## src/rtl/coupling_prog_ctrl.sv

```systemverilog
// Coupling-weight programming sequencer: streams a batch of column-bus writes, lets the array settle, then runs it.
// Define COUPLING_READBACK_EN to add a VERIFY readback cycle after each write with sticky mismatch reporting.
module coupling_prog_ctrl #(
    parameter int SETTLE_CYCLES = 16,
    parameter int ERR_W         = 8
) (
    input  logic             clk,
    input  logic             axi_rst,
    input  logic             start,
    input  logic             abort,
    input  logic [31:0]      run_len,
    input  logic             cmd_valid,
    output logic             cmd_ready,
    input  logic [15:0]      cmd_s_addr,
    input  logic [15:0]      cmd_d_addr,
    input  logic [31:0]      cmd_wdata,
    input  logic             cmd_last,
    output logic             wready,
    output logic             wr_match,
    output logic [15:0]      s_addr,
    output logic [15:0]      d_addr,
    output logic [31:0]      wdata,
    input  logic [31:0]      rdata,
    output logic             ising_rstn,
    output logic             busy,
    output logic             done,
    output logic             err,
    output logic [ERR_W-1:0] err_count
);

    typedef enum logic [2:0] {
        IDLE, LOAD, WRITE, VERIFY, SETTLE, RUN, DONE
    } state_t;

    localparam logic [31:0] SETTLE_INIT = 32'(SETTLE_CYCLES - 1);

    state_t      state_q, state_d;
    logic [31:0] cnt_q, cnt_d;
    logic [31:0] run_len_q, run_len_d;
    logic [15:0] s_addr_q, s_addr_d;
    logic [15:0] d_addr_q, d_addr_d;
    logic [31:0] wdata_q, wdata_d;
    logic        last_q, last_d;
`ifdef COUPLING_READBACK_EN
    logic             err_q, err_d;
    logic [ERR_W-1:0] err_cnt_q, err_cnt_d;
`endif

    always_comb begin
        state_d   = state_q;
        cnt_d     = cnt_q;
        run_len_d = run_len_q;
        s_addr_d  = s_addr_q;
        d_addr_d  = d_addr_q;
        wdata_d   = wdata_q;
        last_d    = last_q;
`ifdef COUPLING_READBACK_EN
        err_d     = err_q;
        err_cnt_d = err_cnt_q;
`endif
        case (state_q)
            IDLE, DONE: begin
                if (start) begin
                    state_d   = LOAD;
                    run_len_d = run_len;
`ifdef COUPLING_READBACK_EN
                    err_d     = 1'b0;
                    err_cnt_d = '0;
`endif
                end
            end
            LOAD: begin
                if (cmd_valid) begin
                    state_d  = WRITE;
                    s_addr_d = cmd_s_addr;
                    d_addr_d = cmd_d_addr;
                    wdata_d  = cmd_wdata;
                    last_d   = cmd_last;
                end
            end
            WRITE: begin
`ifdef COUPLING_READBACK_EN
                state_d = VERIFY;
`else
                if (last_q) begin
                    state_d = SETTLE;
                    cnt_d   = SETTLE_INIT;
                end else begin
                    state_d = LOAD;
                end
`endif
            end
`ifdef COUPLING_READBACK_EN
            VERIFY: begin
                // Mismatches are recorded but never stall the batch.
                if (rdata != wdata_q) begin
                    err_d = 1'b1;
                    if (err_cnt_q != '1) err_cnt_d = err_cnt_q + ERR_W'(1);
                end
                if (last_q) begin
                    state_d = SETTLE;
                    cnt_d   = SETTLE_INIT;
                end else begin
                    state_d = LOAD;
                end
            end
`endif
            SETTLE: begin
                if (cnt_q == '0) begin
                    state_d = RUN;
                    // run_len of zero still gives one RUN cycle
                    cnt_d   = (run_len_q == '0) ? '0 : run_len_q - 32'd1;
                end else begin
                    cnt_d = cnt_q - 32'd1;
                end
            end
            RUN: begin
                if (cnt_q == '0) state_d = DONE;
                else             cnt_d   = cnt_q - 32'd1;
            end
            default: state_d = IDLE;
        endcase
        if (abort) begin
            state_d = IDLE;
            cnt_d   = '0;
        end
    end

    always_ff @(posedge clk) begin
        if (axi_rst) begin
            state_q   <= IDLE;
            cnt_q     <= '0;
            run_len_q <= '0;
            s_addr_q  <= '0;
            d_addr_q  <= '0;
            wdata_q   <= '0;
            last_q    <= 1'b0;
`ifdef COUPLING_READBACK_EN
            err_q     <= 1'b0;
            err_cnt_q <= '0;
`endif
        end else begin
            state_q   <= state_d;
            cnt_q     <= cnt_d;
            run_len_q <= run_len_d;
            s_addr_q  <= s_addr_d;
            d_addr_q  <= d_addr_d;
            wdata_q   <= wdata_d;
            last_q    <= last_d;
`ifdef COUPLING_READBACK_EN
            err_q     <= err_d;
            err_cnt_q <= err_cnt_d;
`endif
        end
    end

    // Strobes are gated by reset so nothing leaks out while reset is held.
    assign cmd_ready  = !axi_rst && (state_q == LOAD);
    assign wready     = !axi_rst && (state_q == WRITE);
    assign wr_match   = !axi_rst && (state_q == WRITE || state_q == VERIFY);
    assign ising_rstn = !axi_rst && (state_q == RUN || state_q == DONE);
    assign busy       = !axi_rst && (state_q != IDLE && state_q != DONE);
    assign done       = !axi_rst && (state_q == DONE);
    assign s_addr     = s_addr_q;
    assign d_addr     = d_addr_q;
    assign wdata      = wdata_q;

`ifdef COUPLING_READBACK_EN
    assign err       = err_q;
    assign err_count = err_cnt_q;
`else
    logic unused_rdata;
    assign unused_rdata = ^rdata;
    assign err          = 1'b0;
    assign err_count    = '0;
`endif

endmodule

```

## config.mk

```make
export PLATFORM = sky130hd
export DESIGN_NAME = coupling_prog_ctrl
export DESIGN_NICKNAME = d
export VERILOG_FILES = /design/src/rtl/coupling_prog_ctrl.sv
export SDC_FILE = /design/constraint.sdc
export NUM_CORES = 1
export LEC_CHECK = 0
export ABC_AREA = 1
export CAP_MARGIN = 20
export CORE_MARGIN = 5
export CORE_UTILIZATION = 48
export CTS_BUF_LIST = sky130_fd_sc_hd__clkbuf_16
export DETAILED_ROUTE_END_ITERATION = 16
export PLACE_DENSITY_LB_ADDON = 0.3
export SLEW_MARGIN = 0
export SYNTH_ARGS = -nofsm -noshare
export SYNTH_HDL_FRONTEND = slang
export SYNTH_SLANG_ARGS = --single-unit
```

## constraint.sdc

```tcl
create_clock -name clk -period 2 [get_ports clk]
set_input_delay 0.3 -clock clk [delete_from_list [all_inputs] [get_ports clk]]
set_output_delay 0.3 -clock clk [all_outputs]
set_load 0.05 [all_outputs]
```

==> flow_summary.yaml <==
run_status:
  status: "finished clean"
grt:
  first_global_vias: 7608
  grt_pass1_wl_um: 38230
  met1_usage_pct: 30.47
  antenna_found_initial: 0
  use_met2_pct: 44.58
  track_usage_pct: 26.47
  grt_max_degree: 65
  met3_usage_pct: 9.403
  busiest_layer: "met2"
  grt_overflow: 0
clocking:
  numCtsBuffers: 17
  ctsRootBufferMaster: "clkbuf_16"
  cts_tree: "yes"
  cts_hold_buffers: 0
  htree_levels: 4
  clock_latency_ns: 0.43
  clkTransAtPathRegs_ns: 0.06
  cts.path.max_buffers: 2
  cts_sinks: 132
finish:
  final_area_mm2: 0.01009
  final_common_cell: "nor2_1"
  nets: 1477
  antenna_cells: 0
  area.sequential_mm2: 0.002645
  drive_gt1_share_pct: 9.534
  n_fill_cell: 1362
  syn_to_final_growth_pct: 38.01
  fin_cells: 1541
  layout_common_cells: "nor2_1, nand2_1, clkdlybuf4s50_1"
  multi_input_area_mm2: 0.004156
min_path:
  min_path_type: "reg -> reg"
timing:
  slew_viol_final: 0
  worst-slew-pin-transition_ns: 0.5876
  final-setup-viol-count: 0
  period_share_pct: 96.52
  slew-limit-headroom_pct: 60.71
  final.setup_skew_ns: 0.01047
  finalHoldViolCount: 0
  rsz0062_at_grt: "true"
  finalCriticalPeriod_ns: 1.930
  max_freq_mhz: 518.0
  setup_ws_ns: 0.06951
  worst_hold_slack_ns: 0.4792
placed_design:
  placedCellCount: 1505
  numPortBuffers: 171
  hpwl_um: 18190
  gp_congestion: 0.9851
  place_area_mm2: 0.009432
  dp_slack_ns: -0.05624
die:
  placeableCoreArea_mm2: 0.01509
  die_area_mm2: 0.01780
  dieWidth_um: 133.4
  die_h_um: 133.4
  start_util_pct: 48.45
  io_pins: 213
  rows: 45
route:
  drc_errors: 0
  via_count: 8262
  post_drt_wl_per_cell_um: 15.58
  wirelength_um: 24010
  detail-route-antenna-nets: 0
  dr.pass1.iters: 5
  drtIter0Drc: 606
  routed_via_density: 5.361
synthesis:
  yosys_warnings: 0
  ys_seq_area_share_pct: 36.15
  synth.avg_cell_area_um2: 6.319
  synth_seq_cells: 132
  synthCells: 1157
  syn_area_mm2: 0.007311
  synth.distinct_cells: 36
setup_path:
  cp_max_fo: 2
  worst_ep_arrival_time_ns: 1.63
  slowest_delay_ns: 0.86
  critPathLaunchType: "flop"
  end_kind: "primary output"
  crit_chain: "clkdlybuf4s50_1"
  crit_buf_inv: 1
  cp_slowest_cell: "clkdlybuf4s50_1"
  crit_type: "reg -> out"
  critPathRequiredTime_ns: 1.70
  crit_family: "buffers and inverters"
job:
  drv_cap: 0
pwr:
  power_density_mw_per_mm2: 879.0
  ir_drop_mv: 0.6643
  p_leak_uw: 0.004323
path summary, 6_finish.rpt:
kind                                  end  cells past startpoint  slack [ns]  startpoint
worst min-delay path             wdata[9]                      2        0.48    wdata[9]
worst min register to register   wdata[9]                      2        0.48    wdata[9]
worst max register to register  cnt_q[29]                      8        0.14    cnt_q[2]
worst max-delay path            wdata[29]                      1        0.07   wdata[29]
state kept, by name, indices dropped and copies added (netlist names):
register   flops
s_addr        16
wdata         32
last_q         1
state_q        3
run_len_q     32
cnt_q         32
d_addr        16
power breakdown:
part           total, µW  internal, µW  switching, µW
Sequential          2970          2810            151
Clock               2870          1590           1280
Combinational       3040          1120           1920
cell type report:
type	instances	area share [%]
multi-input cells	887	41.20
flip-flops and latches	132	26.22
clock buffers	17	4.216
well taps	188	2.331
inverters	88	3.299
clock inverters	15	1.079
repair buffers	214	21.66
cell families (layout without fill, tap and decap cells):
kind of cell	count (synthesis)	count (layout)	synth area share [%]
and+or+nand+nor	621	621	35.55
AOI/OAI and AO/OA	231	231	16.21
buffers and inverters	146	334	8.780
DFF	132	132	36.15
xor gates and xnor gates	23	23	2.755
adders and majority gates	3	3	0.5135
other	1	9	0.05129
tightest hold or removal path: cells and delay by family, from the launching register on:
kind,cells,cell delay (ns)
AND/OR/NAND/NOR,2,0.12
flip-flops,1,0.32
cells in the mapped netlist, drive strengths merged:
master / n / area, µm²
inv: 88 / 332.8
dfxtp: 132 / 2643
o211ai: 2 / 15.01
and2: 1 / 6.260
o21ai: 137 / 689.4
a21o: 1 / 7.510
ha: 3 / 37.54
nor3: 9 / 50.05
clkbuf: 29 / 108.9
a31oi: 1 / 6.260
buf: 29 / 200.2
nand4: 17 / 106.4
or2: 1 / 6.260
xor2: 16 / 140.1
o21a: 2 / 15.01
nand2: 206 / 783.3
a21oi: 84 / 420.4
nand3: 89 / 463.0
a31o: 1 / 8.760
nor2: 298 / 1184
conb: 1 / 3.750
xnor2: 7 / 61.31
o21bai: 3 / 22.52
per-stage QoR:
step | power (µW) | setup TNS [ns] | utilization (%)
floorplan | 4916 | 0 | -
finish | 8869 | 0 | 66.87
CTS | 8791 | -0.009018 | 66.12
global route | 9315 | -0.01529 | 66.87
detailed placement | 5935 | -0.1367 | 62.50
global placement | 5898 | 0 | 62.50
repair_timing:
action	4_1_cts	5_1_grt
endpoints found under the setup margin	12	37
pin swaps	0	2
resized for setup	3	29
buffers inserted	0	4
layer usage:
| metal | vias to the layer above | routed length, µm |
|---|---|---|
| met5 | - | 0 |
| met4 | 0 | 882 |
| met3 | 56 | 2338 |
| met2 | 350 | 11380 |
| met1 | 3754 | 9416 |
| li1 | 4102 | - |
(Power assumes the default switching activity.)
